<file path="config.mk">
export PLATFORM = sky130hd
export DESIGN_NAME = boot_loader
export DESIGN_NICKNAME = d
export VERILOG_FILES = /design/src/rtl/boot_loader.sv
export SDC_FILE = /design/constraint.sdc
export NUM_CORES = 1
export LEC_CHECK = 0
export BUFFER_PORTS_ARGS = -buffer_cell sky130_fd_sc_hd__buf_4
export CAP_MARGIN = 0
export CORE_MARGIN = 2
export CORE_UTILIZATION = 45
export CTS_CLUSTER_SIZE = 28
export DETAILED_ROUTE_END_ITERATION = 8
export SLEW_MARGIN = 20
export SYNTH_ARGS = -nofsm -noshare
export SYNTH_HDL_FRONTEND = slang
export SYNTH_SLANG_ARGS = --single-unit
export TNS_END_PERCENT = 100
</file>
<file path="constraint.sdc">
create_clock -name clk -period 3.3 [get_ports clk]
set_input_delay 0.495 -clock clk [delete_from_list [all_inputs] [get_ports clk]]
set_output_delay 0.495 -clock clk [all_outputs]
set_load 0.01 [all_outputs]
</file>
<file path="src/rtl/boot_loader.sv">
`default_nettype none
// +--------------------------------------------------------------------------+
// | Module     : boot_loader                                                 |
// | Description: UART frame receiver that loads the instruction memory,      |
// |              checks the XOR checksum, then releases the CPU.             |
// | Revision   : 1.0                                                         |
// +--------------------------------------------------------------------------+
module boot_loader #(
  parameter int unsigned ADDR_W  = 11,
  parameter logic [7:0]  SYNC    = 8'hA5,
  parameter logic [15:0] TIMEOUT = 16'd50000
) (
  input  logic              clk,
  input  logic              reset,
  input  logic              rx_empty,
  input  logic [7:0]        r_data,
  output logic              rd_uart,
  output logic              wr_en,
  output logic [ADDR_W-1:0] wr_addr,
  output logic [31:0]       wr_data,
  output logic              cpu_hold,
  output logic              done,
  output logic              err
);

  typedef enum logic [2:0] {
    IDLE  = 3'd0,
    COUNT = 3'd1,
    DATA  = 3'd2,
    CSUM  = 3'd3,
    DONE  = 3'd4
  } state_t;

  state_t            r_state, w_state_nxt;
  logic              r_armed;
  logic              r_rd_prev;
  logic              r_wr_en, w_wr_en_nxt;
  logic [ADDR_W-1:0] r_wr_addr, w_wr_addr_nxt;
  logic [31:0]       r_wr_data, w_wr_data_nxt;
  logic [7:0]        r_n, w_n_nxt;
  logic [7:0]        r_word_cnt, w_word_cnt_nxt;
  logic [7:0]        r_csum, w_csum_nxt;
  logic [1:0]        r_byte_idx, w_byte_idx_nxt;
  logic [15:0]       r_to_cnt, w_to_cnt_nxt;
  logic              r_err, w_err_nxt;
  logic              w_pop;
  logic              w_in_frame;
  logic              w_timeout;

  // r_armed keeps the pop strobe low until the first edge after reset release
  assign w_pop      = r_armed && !rx_empty && !r_rd_prev && !r_wr_en && (r_state != DONE);
  assign w_in_frame = (r_state == COUNT) || (r_state == DATA) || (r_state == CSUM);
  assign w_timeout  = w_in_frame && (r_to_cnt == TIMEOUT) && !w_pop;

  always_comb begin
    w_state_nxt    = r_state;
    w_wr_en_nxt    = 1'b0;
    w_wr_addr_nxt  = r_wr_addr;
    w_wr_data_nxt  = r_wr_data;
    w_n_nxt        = r_n;
    w_word_cnt_nxt = r_word_cnt;
    w_csum_nxt     = r_csum;
    w_byte_idx_nxt = r_byte_idx;
    w_err_nxt      = r_err;

    if (w_pop || !w_in_frame) begin
      w_to_cnt_nxt = 16'd0;
    end else begin
      w_to_cnt_nxt = r_to_cnt + 16'd1;
    end

    if (r_wr_en) begin
      w_wr_addr_nxt = r_wr_addr + ADDR_W'(1);
    end

    case (r_state)
      IDLE: begin
        if (w_pop && (r_data == SYNC)) begin
          w_state_nxt = COUNT;
        end
      end
      COUNT: begin
        if (w_pop) begin
          if (r_data == 8'd0) begin
            w_state_nxt = IDLE;
          end else begin
            w_n_nxt        = r_data;
            w_word_cnt_nxt = 8'd0;
            w_csum_nxt     = 8'd0;
            w_byte_idx_nxt = 2'd0;
            w_wr_addr_nxt  = '0;
            w_state_nxt    = DATA;
          end
        end else if (w_timeout) begin
          w_err_nxt   = 1'b1;
          w_state_nxt = IDLE;
        end
      end
      DATA: begin
        if (w_pop) begin
          w_wr_data_nxt[{r_byte_idx, 3'b000} +: 8] = r_data;
          w_csum_nxt     = r_csum ^ r_data;
          w_byte_idx_nxt = r_byte_idx + 2'd1;
          if (r_byte_idx == 2'd3) begin
            w_wr_en_nxt    = 1'b1;
            w_word_cnt_nxt = r_word_cnt + 8'd1;
          end
        end else if (r_wr_en && (r_word_cnt == r_n)) begin
          // last word is on the write port this cycle
          w_state_nxt = CSUM;
        end else if (w_timeout) begin
          w_err_nxt   = 1'b1;
          w_state_nxt = IDLE;
        end
      end
      CSUM: begin
        if (w_pop) begin
          if (r_data == r_csum) begin
            w_state_nxt = DONE;
          end else begin
            w_err_nxt   = 1'b1;
            w_state_nxt = IDLE;
          end
        end else if (w_timeout) begin
          w_err_nxt   = 1'b1;
          w_state_nxt = IDLE;
        end
      end
      DONE: begin
        w_state_nxt = DONE;
      end
      default: begin
        w_state_nxt = IDLE;
      end
    endcase
  end

  always_ff @(posedge clk or negedge reset) begin
    if (!reset) begin
      r_state    <= IDLE;
      r_armed    <= 1'b0;
      r_rd_prev  <= 1'b0;
      r_wr_en    <= 1'b0;
      r_wr_addr  <= '0;
      r_wr_data  <= 32'd0;
      r_n        <= 8'd0;
      r_word_cnt <= 8'd0;
      r_csum     <= 8'd0;
      r_byte_idx <= 2'd0;
      r_to_cnt   <= 16'd0;
      r_err      <= 1'b0;
    end else begin
      r_state    <= w_state_nxt;
      r_armed    <= 1'b1;
      r_rd_prev  <= w_pop;
      r_wr_en    <= w_wr_en_nxt;
      r_wr_addr  <= w_wr_addr_nxt;
      r_wr_data  <= w_wr_data_nxt;
      r_n        <= w_n_nxt;
      r_word_cnt <= w_word_cnt_nxt;
      r_csum     <= w_csum_nxt;
      r_byte_idx <= w_byte_idx_nxt;
      r_to_cnt   <= w_to_cnt_nxt;
      r_err      <= w_err_nxt;
    end
  end

  assign rd_uart  = w_pop;
  assign wr_en    = r_wr_en;
  assign wr_addr  = r_wr_addr;
  assign wr_data  = r_wr_data;
  assign done     = (r_state == DONE);
  assign cpu_hold = (r_state != DONE);
  assign err      = r_err;

endmodule
`default_nettype wire
</file>
## Word-level counts from Yosys, hierarchy flattened

Index checks and enable logic that the tools add are counted.

- Input bits: 11
- Bits in registers: 92

- Add/sub/neg operators: 5
- Reductions and logical operators: 26
- Muxes and demuxes: 36
- Bitwise logic cells: 2
- Shift operators: 2
- Eq/ne operators: 19

Operators by type and width:

| cell | count |
|---|---|
| $mux W11 | 4 |
| $mux W8 | 5 |
| $bwmux W32 | 1 |
| $pmux W8 S2 | 2 |
| $shift A8 B7 Y32 const A | 1 |
| $shiftx A8 B7 Y32 | 1 |
| $mux W3 | 7 |
| $add A16 B1 Y16 const B | 1 |
| $eq A16 B16 Y1 const B | 1 |
| $eq A8 B8 Y1 | 2 |
| $mux W16 | 1 |
| $pmux W3 S5 | 1 |
| $ne A2 B2 Y1 const B | 7 |
| $add A11 B1 Y11 const B | 1 |
| $reduce_and A5 Y1 | 2 |
| $mux W1 | 9 |
| $add A8 B1 Y8 const B | 1 |
| $eq A8 B8 Y1 const B | 1 |
| $logic_and A1 B1 Y1 | 8 |
| $logic_not A8 Y1 | 1 |
| $mux W2 | 4 |
| $xor A8 B8 Y8 | 1 |
| $neg A5 Y7 | 1 |
| $eq A3 B2 Y1 const B | 2 |
| 17 further kinds | 25 |

## Longest topological paths before layout

Gate-level depths: netlist (run 1).

- Depth in word-level cells: 11
- Mapped depth: 8
- Mapped depth without buffers: 6

## Worst setup path after synthesis (run 1)

OpenSTA, ideal clock, no wires.

- Path type: flip-flop to flip-flop
- Start: reg r_wr_en, in the netlist wr_en
- End: reg r_word_cnt[3]
- Stages on the path, launching flop included: 7
- Data arrival time: 2.276 ns
- Period minus slack after synthesis: 2.401 ns
- Path buffers: 2
- Setup time: 0.125 ns
- Path slack: 0.899 ns
- Cells stage by stage: dfrtp_1 > buf_6 > or4b_4 > buf_6 > or4b_4 > a211oi_2 > mux2_2

- Word-level cells in the longest chain between the ends: 5
- Elaborated cells between the ends (all ways): 6
- Classes of those cells: eq/ne (2); reduce/logical (4)

RTL lines:

| what | line | text |
|---|---|---|
| from (decl) | 37 | `logic r_wr_en, w_wr_en_nxt;` |
| from (signal assigned) | 156 | `r_wr_en <= w_wr_en_nxt;` |
| $logic_not A1 Y1 * | 51 | `assign w_pop = r_armed && !rx_empty && !r_rd_prev && !r_wr_en && (r_state != DONE);` |
| $logic_and A1 B1 Y1 * (2 in a row) | 51 |  |
| $ne A2 B2 Y1 (no source line) | n/a |  |
| $reduce_and A5 Y1 (no source line) * | n/a |  |
| to (signal assigned) | 160 | `r_word_cnt <= w_word_cnt_nxt;` |
| to (decl) | 41 | `logic [7:0] r_word_cnt, w_word_cnt_nxt;` |

Mark *: on every way between the ends. The rest lies on a longest branch, timed or not.
A chain may end at the register's enable or synchronous reset.

## Final worst setup path (run 1)

- Start: reg r_wr_en, in the netlist wr_en
- End: reg r_n[6]

- Word-level cells in the longest chain between the ends: 4

RTL lines:

| what | line | text |
|---|---|---|
| $logic_not A1 Y1 | 51 |  |
| $logic_and A1 B1 Y1 (2 in a row) | 51 |  |
| $reduce_and A3 Y1 (no source line) | n/a |  |
| to (signal assigned) | 159 | `r_n <= w_n_nxt;` |
| to (decl) | 40 | `logic [7:0] r_n, w_n_nxt;` |

No other way between the ends.

==> results of run 1 <==
[worst min path at each step]
stage,endpoint
floorplan,err
detailed placement,r_to_cnt[0]
global placement,r_to_cnt[0]
CTS,wr_addr[10]
finish,wr_addr[8]
global route,wr_addr[10]
[metal layers]
layer  up-vias  wire length (um)  track usage (%)
met5         -                 0                0
met4         0               167             5.83
li1       1736                 -                -
met2        73              4870             31.0
met3        14               373             3.92
met1      1740              4910             27.3
[kinds of logic after synthesis]
kind of cell	Yosys count	share of synthesized area, %
adders and majority gates	10	2.67
and+or+nand+nor	173	20.6
DFF	92	49.2
AOI/OAI and AO/OA	77	10.6
muxes	15	3.58
buffers and inverters	77	6.63
xor gates and xnor gates	35	6.55
other	1	0.0802
[metrics by stage]
step                      power [W]  cells  setup slack (ns)
after floorplan             0.00226    480             0.899
after global placement      0.00266    649             0.770
after detailed placement    0.00269    649             0.761
after CTS                   0.00340    665             0.757
after global routing        0.00359    665             0.636
final                       0.00335    665             0.747
[placed cells by master (no fill, tap or decap), types with 10 or more instances in the layout]
cell,n
mux2_2,14
buf_4,62
o21ai_0,39
inv_1,46
xnor2_1,29
nand2_1,15
nor2_1,34
clkbuf_8,10
a21oi_1,13
nand4_1,11
nand3_1,40
dfrtp_1,92
ha_1,10
nor3b_1,15
[final cells by class]
type | count | share of cell area [%]
inverters | 46 | 3.20
well taps | 136 | 3.16
repair buffers | 64 | 9.37
flip-flops and latches | 92 | 42.7
clock buffers | 12 | 2.69
multi-input cells | 311 | 38.4
clock inverters | 4 | 0.464
[power by group through the flow]
| stage | clock [W] | sequential, W | combinational [W] |
|---|---|---|---|
| 2_1_floorplan | 0 | 0.00165 | 0.000611 |
| 3_3_place_gp | 0 | 0.00164 | 0.00102 |
| 3_5_place_dp | 0 | 0.00165 | 0.00104 |
| 4_1_cts | 0.000716 | 0.00163 | 0.00105 |
| 5_1_grt | 0.000750 | 0.00167 | 0.00117 |
| 6_report | 0.000686 | 0.00163 | 0.00104 |
[state kept, by name (all words and copies together), names as in the netlist]
| register | cells |
|---|---|
| wr_data | 32 |
| r_word_cnt | 8 |
| r_byte_idx | 2 |
| r_armed | 1 |
| wr_en | 1 |
| r_rd_prev | 1 |
| wr_addr | 11 |
| r_to_cnt | 16 |
| r_n | 8 |
| r_state | 3 |
| err | 1 |
| r_csum | 8 |
==> out/qor.csv, run 1 <==
metric,value,unit
start_util,45.7,%
synth-seq-cells,92,
ys_async_sr_fraction,100,%
holdWs,0.196,ns
cts_root_buf,clkbuf_8,
yosysWarnings,0,
wl_per_cell,15.5,um
synth_top_area_cell,dfrtp_1,
num_antenna_cells,0,
path_clk_slew,0.09,ns
syn_avg_cell_area,9.75,um^2
crit_start,wr_en,
ctsResizeCount,0,
antenna_found_initial,0,
p_sw,0.00119,W
critical_path_buf_inv_count,1,
p_leak,2.34,nW
final_hold_viol_count,0,
seqCellArea,0.00230,mm^2
fillers,951,
drive_above_1_share,19.3,%
drt-vias-per-instance,5.36,
cp_max_fo,12,
finalSetupViolations,0,
synth.area.top_cells,"dfrtp_1, xnor2_1, nand3_1, o21ai_0, inv_1",
synthCells,480,
seqPwrFrac,48.5,%
peakVddDrop,0.000386,V
area_growth_syn_to_layout,15.3,%
regToRegSetupSlack,0.75,ns
power.density,622,mW/mm^2
synth_flop_cell,dfrtp_1,
post_cts_buffers,0,
chipHeight,106,um
cap_violations,0,
drtIter0Drc,143,
yosysSeqAreaShare,49.2,%
start_kind,register,
post-route-period-util,77.4,%
endpoint,r_n[6],
rsz0062_at_grt,false,
r2r-start,wr_en,
yosysMostFrequentCell,dfrtp_1,
dieWidth,106,um
multi_input_comb_area,0.00207,mm^2
ys_top_cells_by_count,"dfrtp_1, inv_1, nand3_1",
post-route-util,52.7,%
grt_max_degree,58,
cts_max_path_buffers,2,
crit_arrival,2.80,ns
routabilityCongestion,0.808,
drcViolationCount,0,
cts_num_sinks,92,
grt_pass1_wl,17.5,mm
finClkSkew,0.00913,ns
relSlewSlack,38.0,%
rows,37,
outcome,completed,
synth.distinct_cells,49,
ant_nets,0,
yosysTopAreaCellShare,49.2,%
netlist_area,0.00468,mm^2
drt-total-wl,10.3,mm
grtUsageTotal,19.6,%
final-max-slew-violation-count,0,
stdcell_area,0.00539,mm^2
core_area,0.0102,mm^2
pwr-share-clk,20.5,%
dp_hpwl,6.93,mm
slowest_stage,a2111oi_4,
r2r_end,r_n[6],
cpLargestDelayFamily,compound AO/OA/AOI/OAI gates,
hold_path.class,input port to asynchronous set/reset pin,
reg2reg_depth,4,
placed_area,0.00522,mm^2
vias,3563,
worstPathCellList,or4b_4 -> a2111oi_4 -> buf_12 -> mux2_2,
syn_nets,501,
switching_share,35.5,%
crit_path_max_incr_delay,0.69,ns
tightest_slew,0.928,ns
critPathKind,register to register,
setup_tns,0,ns
end_kind,register,
io_buffers,58,
cts-buffers-inserted,9,
insertion_delay,0.36,ns
synth_edf_count,0,
p_int,0.00216,W
pwr-share-comb,31.0,%
tritoncts,built,
grt.overflow.total,0,
nets,545,
critPathRequiredTime,3.55,ns
fin_crit,2.55,ns
die_area,0.0112,mm^2
grt_pass1_vias,3429,
max_freq,392,MHz
cts-htree-levels,3,
worst-path-stages,4,
hold_buffers,0,
firstDrtPassIters,4,
pin_count,59,
Note: power is estimated with default switching activity, not from simulation.
==> run 2: changes to the inputs <==
--- a/config.mk
+++ b/config.mk
@@ -11,6 +11,7 @@
 export CORE_UTILIZATION = 45
 export CTS_CLUSTER_SIZE = 28
 export DETAILED_ROUTE_END_ITERATION = 8
+export PLACE_DENSITY = 0.67
 export SLEW_MARGIN = 20
 export SYNTH_ARGS = -nofsm -noshare
 export SYNTH_HDL_FRONTEND = slang
==> constraint.sdc (replaced) <==
create_clock -name clk -period 2.1 [get_ports clk]
set_input_delay 0.315 -clock clk [delete_from_list [all_inputs] [get_ports clk]]
set_output_delay 0.315 -clock clk [all_outputs]
set_load 0.01 [all_outputs]
==> out/qor.csv, run 2 (synthesis results as in run 1) <==
metric,value,unit
setup_ws,0.0549,ns
grt_pass1_vias,3638,
cts_max_path_buffers,2,
power.density,1020,mW/mm^2
antenna_found_initial,0,
cp_max_fo,2,
placed_area,0.00547,mm^2
start_util,45.7,%
final_hold_viol_count,39,
dp_slack,-0.0222,ns
r2r-start,wr_en,
reg2reg_depth,4,
core_area,0.0102,mm^2
dieWidth,106,um
final_common_cell,buf_4,
num_antenna_cells,0,
rows,37,
drt-total-wl,10.8,mm
grtUsageTotal,20.0,%
die_area,0.0112,mm^2
holdWs,-0.0137,ns
outcome,"complete, but fails checks",
relSlewSlack,55.5,%
max_freq,489,MHz
rsz0062_at_grt,true,
cts_root_buf,clkbuf_8,
vias,3740,
hold_path.class,input port to asynchronous set/reset pin,
violations,negative hold slack,
critPathRequiredTime,2.35,ns
regToRegSetupSlack,0.05,ns
finClkSkew,0.0102,ns
end_kind,register,
hold_buffers,0,
crit_arrival,2.30,ns
slowest_stage,or4b_4,
drtIter0Drc,142,
fin_crit,2.05,ns
cts_num_sinks,92,
chipHeight,106,um
ant_nets,0,
p_leak,2.56,nW
cts-buffers-inserted,9,
area_growth_syn_to_layout,22.9,%
stdcell_area,0.00575,mm^2
firstDrtPassIters,4,
cp_common_cell,or4b_4,
grt_max_degree,53,
wl_per_cell,15.5,um
dp_hpwl,7.51,mm
critPathKind,register to register,
finalSetupViolations,0,
path_clk_slew,0.09,ns
r2r_end,r_word_cnt[5],
drcViolationCount,0,
tritoncts,built,
io_buffers,58,
tightest_slew,0.667,ns
routabilityCongestion,0.850,
endpoint,r_word_cnt[5],
insertion_delay,0.37,ns
peakVddDrop,0.000553,V
grt.overflow.total,0,
start_kind,register,
crit_path_max_incr_delay,0.52,ns
post-route-period-util,97.4,%
largest_reg_flops,32,
fillers,927,
pin_count,59,
worstPathCellList,or4b_4 -> or4b_4 -> a211oi_2 -> mux2_4,
setup_tns,0,ns
final_cell_mix,"buf_4, dfrtp_1, inv_1",
crit_start,wr_en,
grt_pass1_wl,17.9,mm
drt-vias-per-instance,5.37,
final-max-slew-violation-count,0,
drive_above_1_share,25.0,%
nets,576,
cts-htree-levels,3,
cap_violations,0,
## run 2: cell types whose count changed in the layout (fill, tap and decap cells not counted), moves of 2 or more
cell        before  now
and3_1           5    3
and3_2           0    2
buf_4           62   94
bufinv_16        0    3
clkinvlp_4       2    0
mux2_2          14    4
mux2_4           0   10
## run 2: metal layers
layer,track usage (%),up-vias,wire [um]
li1,-,1805,-
met3,3.62,14,461
met1,27.4,1832,5110
met2,32.4,89,5100
met5,0,-,0
met4,6.39,0,136
## run 2: metrics by stage
stage	total power, W	cells	utilization (%)
6_report	0.00586	696	56.2
5_1_grt	0.00622	696	56.2
4_1_cts	0.00588	694	55.9
3_5_place_dp	0.00440	678	53.4
3_3_place_gp	0.00434	678	53.4
2_1_floorplan	0.00360	480	-
## run 2: critical path: cells and delay by family, from the launching register on
kind	cells	cell delay, ns
mux	1	0.32
simple gates	2	1.03
compound gates	1	0.19
flops	1	0.39
## run 2: area by class of cell
class	instances	area, um^2	share of cell area [%]
flip-flops and latches	92	2300	40.0
multi-input cells	311	2130	37.0
repair buffers	95	726	12.6
inverters	46	173	3.00
well taps	136	170	2.96
clock buffers	12	155	2.70
clock inverters	4	95.1	1.65
## run 2: power breakdown
| group | leakage (nW) | switching, W | internal, W |
|---|---|---|---|
| logic | 1.36 | 0.000926 | 0.000945 |
| clock network | 0.127 | 0.000610 | 0.000855 |
| registers | 1.07 | 0.000368 | 0.00215 |
| total | 2.56 | 0.00190 | 0.00395 |
## run 2: worst min path at each step
stage / from / endpoint / cells after the start / slack, ns
5_1_grt: reset / wr_en / 1 / 0.04
2_1_floorplan: reset / err / 0 / 0.02
4_1_cts: reset / r_armed / 1 / 0.006
6_report: reset / wr_addr[4] / 1 / -0.01
3_3_place_gp: reset / wr_addr[10] / 1 / 0.40
3_5_place_dp: reset / wr_addr[4] / 1 / 0.40
## run 2: what timing repair did
item                       in CTS  in global routing
resized for setup               1                  6
pin swaps                       1                  1
buffers inserted                0                  2
setup endpoints to repair       1                 27
